===== config.mk =====
export PLATFORM = sky130hd
export DESIGN_NAME = switch_debounce_sync
export DESIGN_NICKNAME = d
export VERILOG_FILES = /design/src/rtl/switch_debounce_sync.sv
export SDC_FILE = /design/constraint.sdc
export NUM_CORES = 1
export LEC_CHECK = 0
export CAP_MARGIN = 20
export CORE_MARGIN = 5
export CORE_UTILIZATION = 55
export CTS_BUF_LIST = sky130_fd_sc_hd__clkbuf_4 sky130_fd_sc_hd__clkbuf_8
export CTS_CLUSTER_SIZE = 10
export DETAILED_ROUTE_END_ITERATION = 8
export PLACE_DENSITY = 0.72
export SKIP_CTS_REPAIR_TIMING = 1
export SLEW_MARGIN = 10
export SYNTH_ARGS = -nofsm -noshare
export SYNTH_HDL_FRONTEND = slang
export SYNTH_SLANG_ARGS = --single-unit

===== constraint.sdc =====
create_clock -name clk -period 4.6 [get_ports clk]
set_input_delay 0.92 -clock clk [delete_from_list [all_inputs] [get_ports clk]]
set_output_delay 0.92 -clock clk [all_outputs]
set_load 0.02 [all_outputs]

===== src/rtl/switch_debounce_sync.sv =====
// Two-flop synchroniser plus per-channel stability-counter debouncer for X,Y,Z,K,M.
// Optional DEB_EDGE_EN macro adds registered per-channel rise/fall pulse ports.
module switch_debounce_sync #(
   parameter int unsigned STABLE_CYCLES = 4,
   parameter int unsigned CNT_W         = 16
) (
   input  logic       clk,
   input  logic       rst_n,
   input  logic       x_raw,
   input  logic       y_raw,
   input  logic       z_raw,
   input  logic       k_raw,
   input  logic       m_raw,
   output logic       X,
   output logic       Y,
   output logic       Z,
   output logic       K,
   output logic       M,
   output logic       valid,
   output logic       chg
`ifdef DEB_EDGE_EN
   ,
   output logic [4:0] rise,
   output logic [4:0] fall
`endif
);

   typedef enum logic {
      ST_INIT,
      ST_RUN
   } state_t;

   localparam logic [CNT_W-1:0] LAST = CNT_W'(STABLE_CYCLES - 1);

   state_t           state;
   state_t           state_nxt;
   logic [CNT_W-1:0] init_cnt;
   logic [CNT_W-1:0] init_cnt_nxt;
   logic             run;

   logic [4:0]       raw;
   logic [4:0]       s1;
   logic [4:0]       s2;
   logic [4:0]       deb;
   logic [4:0]       flip;

   // Bit order [4]=X ... [0]=M throughout.
   assign raw = {x_raw, y_raw, z_raw, k_raw, m_raw};
   assign run = (state == ST_RUN);

   always_ff @(posedge clk or negedge rst_n) begin
      if (!rst_n) begin
         s1 <= '0;
         s2 <= '0;
      end else begin
         s1 <= raw;
         s2 <= s1;
      end
   end

   always_ff @(posedge clk or negedge rst_n) begin
      if (!rst_n) begin
         state    <= ST_INIT;
         init_cnt <= '0;
      end else begin
         state    <= state_nxt;
         init_cnt <= init_cnt_nxt;
      end
   end

   always_comb begin
      state_nxt    = state;
      init_cnt_nxt = init_cnt;
      if (state == ST_INIT) begin
         init_cnt_nxt = init_cnt + CNT_W'(1);
         if (init_cnt == LAST) begin
            state_nxt = ST_RUN;
         end
      end
   end

   for (genvar g = 0; g < 5; g++) begin : g_ch
      logic [CNT_W-1:0] cnt;
      logic             q;
      logic             mis;

      assign mis = s2[g] ^ q;

      // INIT tracks the synchronised level directly so RUN starts from the power-on value.
      always_ff @(posedge clk or negedge rst_n) begin
         if (!rst_n) begin
            cnt <= '0;
            q   <= 1'b0;
         end else if (!run) begin
            cnt <= '0;
            q   <= s2[g];
         end else if (!mis) begin
            cnt <= '0;
         end else if (cnt == LAST) begin
            cnt <= '0;
            q   <= s2[g];
         end else begin
            cnt <= cnt + CNT_W'(1);
         end
      end

      assign deb[g]  = q;
      assign flip[g] = run & mis & (cnt == LAST);
   end

   always_ff @(posedge clk or negedge rst_n) begin
      if (!rst_n) begin
         chg <= 1'b0;
      end else begin
         chg <= |flip;
      end
   end

`ifdef DEB_EDGE_EN
   always_ff @(posedge clk or negedge rst_n) begin
      if (!rst_n) begin
         rise <= '0;
         fall <= '0;
      end else begin
         rise <= flip & s2;
         fall <= flip & ~s2;
      end
   end
`endif

   assign X     = deb[4];
   assign Y     = deb[3];
   assign Z     = deb[2];
   assign K     = deb[1];
   assign M     = deb[0];
   assign valid = run;

endmodule


Yosys cells after proc, flatten, opt, wreduce, memory -nomap -nowiden --
Cells that the tools add are included.
Storage, ports and cells: register bits 113, bits of input ports 7, word-level logic and storage cells 90, output and inout port bits 7
Cells by class: equal/unequal tests 16, bitwise operators 15, reduce and logical (&&, ||, !) cells 6, muxes and demuxes 32, $add $sub $neg 6
Operators with widths (number):
- 16-bit 2-to-1 mux | 15
- 16-bit by 1-bit adder with 16-bit output (second input constant) | 6
- 16-bit by 2-bit == test with 1-bit output (second input constant) | 6
- 2-bit by 1-bit inequality test with 1-bit output (second input constant) | 10
- 1-bit 2-to-1 mux | 17
- 1-bit AND | 10
- 2-bit AND reduction | 5
- 5-bit OR reduction | 1
- 1-bit XOR | 5

Depth between registers and ports, before layout --
word-level depth 4, depth in mapped cells 6, gate-level depth less buffers 5

Worst setup path after synthesis --
Ideal clock, no wire load.
path kind register to register, from register g_ch[3].cnt[0], to register g_ch[3].cnt[10], data arrival time 1578 ps, clock period less this slack 1710 ps, setup slack 2890 ps, library setup time 132 ps, path buffers 1, cell stages (with the launch flop) 7, data required time 4468 ps, path through dfrtp_1 > ha_1 > nor4b_1 > nand4_1 > nand3_1 > clkbuf_1 > nor2_1
Between the ends: longest elaborated chain between the ends 4, elaborated cells between the ends (all ways) 5, classes of those cells add/sub: 1; eq/ne: 1; mux: 3
Ends and longest elaborated chain:
- from (decl) | line 83 | logic [CNT_W-1:0] cnt;
- from (signal assigned) | line 103 | cnt <= cnt + CNT_W'(1);
- 16-bit by 1-bit adder with 16-bit output or 16-bit by 2-bit == test with 1-bit output (tied branches) | line 103, 99
- 16-bit 2-to-1 mux * | line 99 | end else if (cnt == LAST) begin
- 16-bit 2-to-1 mux * | line 97 | end else if (!mis) begin
- 16-bit 2-to-1 mux * | line 94 | end else if (!run) begin
Mark *: on every way between the ends. The rest lies on a longest branch, timed or not. A chain may end at the register's enable or synchronous reset.

Worst setup path after layout --
from register state, in the netlist valid, to output port valid
RTL lines:
- from (decl) | line 35 | state_t state;
- from (signal assigned) | line 66 | state <= state_nxt;
- to (decl) | line 19 | output logic valid,
No word-level cell between the ends.

==> reports/summary.json <==
{
  "route": {
    "detail-route-antenna-nets": 0,
    "drtPass1Iterations": 4,
    "drc": 0,
    "dr_total_vias": 3673,
    "postRouteWirelength_mm": 9.34,
    "vias_per_cell": 5.52,
    "detail_route.iter0.violations": 170,
    "wire_per_inst_um": 14.0
  },
  "setup_path": {
    "critPathMaxStageDelay_ns": 0.80,
    "timing.rr.end": "g_ch[3].cnt[7]",
    "reg2reg_depth": 5,
    "worst_path_dominant_cell_family": "flip-flops",
    "timing.setup.critical_path_class": "flip-flop to primary output",
    "critPathLaunch": "valid",
    "timing.critical_path.from_type": "flip-flop",
    "critPathBufInv": 1,
    "critical_path.reg2reg.startpoint": "g_ch[3].cnt[0]",
    "cp_data_arrival_time_ns": 1.94,
    "critical_path.cell_chain": "clkdlybuf4s50_1",
    "critPathRequiredTime_ns": 3.68,
    "cpMaxStageDelayCell": "sky130_fd_sc_hd__dfrtp_1",
    "endpoint_kind": "primary output",
    "cp_max_fo": 23,
    "reg2reg_setup_slack_ns": 2.59
  },
  "yosys": {
    "synth_common_cells": "sky130_fd_sc_hd__dfrtp_1 (113), sky130_fd_sc_hd__nor2_1 (70), sky130_fd_sc_hd__xor2_1 (50)",
    "syn-instance-count": 504,
    "synth_top_cell_by_area": "sky130_fd_sc_hd__dfrtp_1",
    "post-synth-top-count-cell": "sky130_fd_sc_hd__dfrtp_1",
    "yosys_warnings": 0,
    "synth_enable_flop_cells": 0,
    "postSynth.topFlopCell": "sky130_fd_sc_hd__dfrtp_1",
    "syn-mean-instance-area_sq_um": 10.4,
    "synthDominantCellAreaShare_pct": 54.1,
    "synth.distinct_cells": 37,
    "seq_area_frac_synth_pct": 54.1,
    "async_flop_share_pct": 100,
    "postSynthNetCount": 517,
    "ys_top_cells_by_area": "sky130_fd_sc_hd__dfrtp_1 (54%), sky130_fd_sc_hd__xor2_1 (8.4%), sky130_fd_sc_hd__nor2_1 (5.0%)",
    "synth_seq_cells": 113,
    "syn-cell-area_sq_um": 5230
  },
  "clocking": {
    "cts_tree": "done",
    "tritoncts.num_buffers": 17,
    "cts_num_sinks": 113,
    "clk_transition_reported_paths_ns": 0.06,
    "clockBufferDepth": 2,
    "clk_lat_worst_skew_ns": 0.41,
    "root_cell_of_the_clock_tree": "sky130_fd_sc_hd__clkbuf_8",
    "cts_htree_levels": 4
  },
  "cells_and_area": {
    "final_area_sq_um": 5860,
    "post_route_cells_drive_above_1_share_pct": 8.77,
    "n_fill_cell": 753,
    "finish.net_count": 537,
    "synthToLayoutAreaGrowth_pct": 12.1,
    "antenna_cells": 0,
    "final_core_util_pct": 63.4
  },
  "die": {
    "die_height_um": 108,
    "dieWidth_um": 108,
    "floorplan.io_pins": 14,
    "initial_core_util_pct": 56.6,
    "row_count": 35,
    "core_area_sq_um": 9240,
    "die_area_sq_um": 11600
  },
  "timing": {
    "hold-worst-slack_ns": 0.355,
    "total_count_of_hold_check_failures_in_the_final_report": 0,
    "final-setup-viol-count": 0,
    "clock.fmax_ghz": 0.349,
    "setup_repair_after_global_routing_missed_its_margin": "no",
    "layout_setup_ws_ns": 1.74,
    "slew_headroom_pct": 44.5,
    "timing.final.crit_period_ns": 2.86,
    "timing.setup.tns_ns": 0,
    "worst_clock_skew_ns": 0.00966,
    "timing_worst_slew_pin_value_ns": 0.833,
    "timing.final.crit_share_pct": 62.2,
    "timing_max_transition_violations_final": 0
  },
  "global_route": {
    "grt-ovfl-total": 0,
    "antenna_found_initial": 0,
    "grt_first_pass_wirelength_mm": 16.4,
    "grt_pass1_vias": 3567,
    "track_usage_pct": 17.6,
    "largest_net_degree_at_the_start_of_global_routing": 68
  },
  "hold_path": {
    "hold-path-cell-count": 0,
    "worst_hold_path.endpoint": "s2[3]",
    "min-delay-path-class": "flip-flop to flip-flop",
    "hold_path_startpoint": "s1[3]"
  },
  "placed_design": {
    "placed_area_sq_um": 5470,
    "place.gp.congestion": 0.806,
    "post_placement_setup_slack_ns": 2.17,
    "io_buffers": 13,
    "hpwl_after_dpl_mm": 6.20
  },
  "pwr": {
    "p_per_area_nw_per_um2": 426,
    "vdd.ir_drop.worst_uv": 342,
    "power_leakage_nw": 2.59
  },
  "flow_run": {
    "maxCapViolCount": 0
  },
  "status": {
    "run_status": "completed"
  }
}
[power breakdown]
group | total [mW] | leakage (nW) | internal, mW | switching, mW
registers | 1.16 | 1.52 | 1.07 | 0.0828
logic | 0.437 | 0.870 | 0.154 | 0.283
clock network | 0.904 | 0.196 | 0.515 | 0.389
[cell families (layout without fill, tap and decap cells)]
kind of cell	after synthesis	count (layout)	share of synthesized area, %
buffers and inverters	27	59	2.06
flip-flops	113	113	54.1
XOR/XNOR	77	77	12.9
AO/OA/AOI/OAI	29	29	3.09
multiplexers	6	6	1.29
adder cells (fa/ha/maj)	6	6	1.44
AND/OR/NAND/NOR	246	246	25.1
[layout make-up]
type                    count  area, sq um  area share, %
inverters                  13         48.8          0.832
multi-input cells         364         2290           39.1
well taps                 129          161           2.75
clock buffers              20          275           4.70
repair buffers             15          143           2.43
clock inverters            11          113           1.92
flip-flops and latches    113         2830           48.2
[placed cells by master (no fill, tap or decap), types with 2 or more instances in the layout]
| master | n |
|---|---|
| sky130_fd_sc_hd__xnor2_1 | 27 |
| sky130_fd_sc_hd__o21ai_0 | 10 |
| sky130_fd_sc_hd__or3_1 | 11 |
| sky130_fd_sc_hd__clkbuf_8 | 20 |
| sky130_fd_sc_hd__a21oi_1 | 13 |
| sky130_fd_sc_hd__nor3_1 | 11 |
| sky130_fd_sc_hd__nand2_1 | 28 |
| sky130_fd_sc_hd__clkinvlp_4 | 3 |
| sky130_fd_sc_hd__clkinv_2 | 6 |
| sky130_fd_sc_hd__o22ai_1 | 2 |
| sky130_fd_sc_hd__nand3_1 | 35 |
| sky130_fd_sc_hd__buf_4 | 3 |
| sky130_fd_sc_hd__and2_1 | 4 |
| sky130_fd_sc_hd__clkdlybuf4s50_1 | 12 |
| sky130_fd_sc_hd__or2_2 | 2 |
| sky130_fd_sc_hd__mux2_2 | 6 |
| sky130_fd_sc_hd__nand4_1 | 28 |
| sky130_fd_sc_hd__nor3b_1 | 4 |
| sky130_fd_sc_hd__or4_1 | 2 |
| sky130_fd_sc_hd__inv_1 | 13 |
| sky130_fd_sc_hd__bufinv_16 | 2 |
| sky130_fd_sc_hd__nor2_1 | 70 |
| sky130_fd_sc_hd__ha_1 | 6 |
| sky130_fd_sc_hd__and3_1 | 12 |
| sky130_fd_sc_hd__xor2_1 | 50 |
| sky130_fd_sc_hd__dfrtp_1 | 113 |
| sky130_fd_sc_hd__nor4_1 | 16 |
| sky130_fd_sc_hd__and4_1 | 8 |
| sky130_fd_sc_hd__o31ai_1 | 2 |
| sky130_fd_sc_hd__nor4b_1 | 6 |
[stage by stage]
step	cells	total power, mW
global route	665	2.63
detailed placement	634	1.61
finish	665	2.50
floorplan	504	1.46
global placement	634	1.60
CTS	665	2.52
[worst max-delay path by stage]
| stage | endpoint | slack (ns) | depth (start not counted) |
|---|---|---|---|
| 2_1_floorplan | g_ch[3].cnt[10] | 2.89 | 6 |
| 3_3_place_gp | valid | 2.20 | 1 |
| 3_5_place_dp | valid | 2.17 | 1 |
| 4_1_cts | valid | 1.72 | 1 |
| 5_1_grt | valid | 1.64 | 1 |
| 6_report | valid | 1.74 | 1 |
[routing by layer]
layer	vias to the layer above	wire, um	track usage (%)
met4	0	70	3.79
met2	57	4200	27.0
met5	-	0	0
li1	1806	-	-
met1	1804	4760	25.1
met3	6	299	4.86
[sequential cells by signal (all words and copies together), names as in the netlist]
signal and flops:
Y 1, X 1, init_cnt 16, M 1, g_ch.cnt 80, s1 5
chg 1, s2 5, K 1, Z 1, valid 1
(Power assumes the default switching activity.)
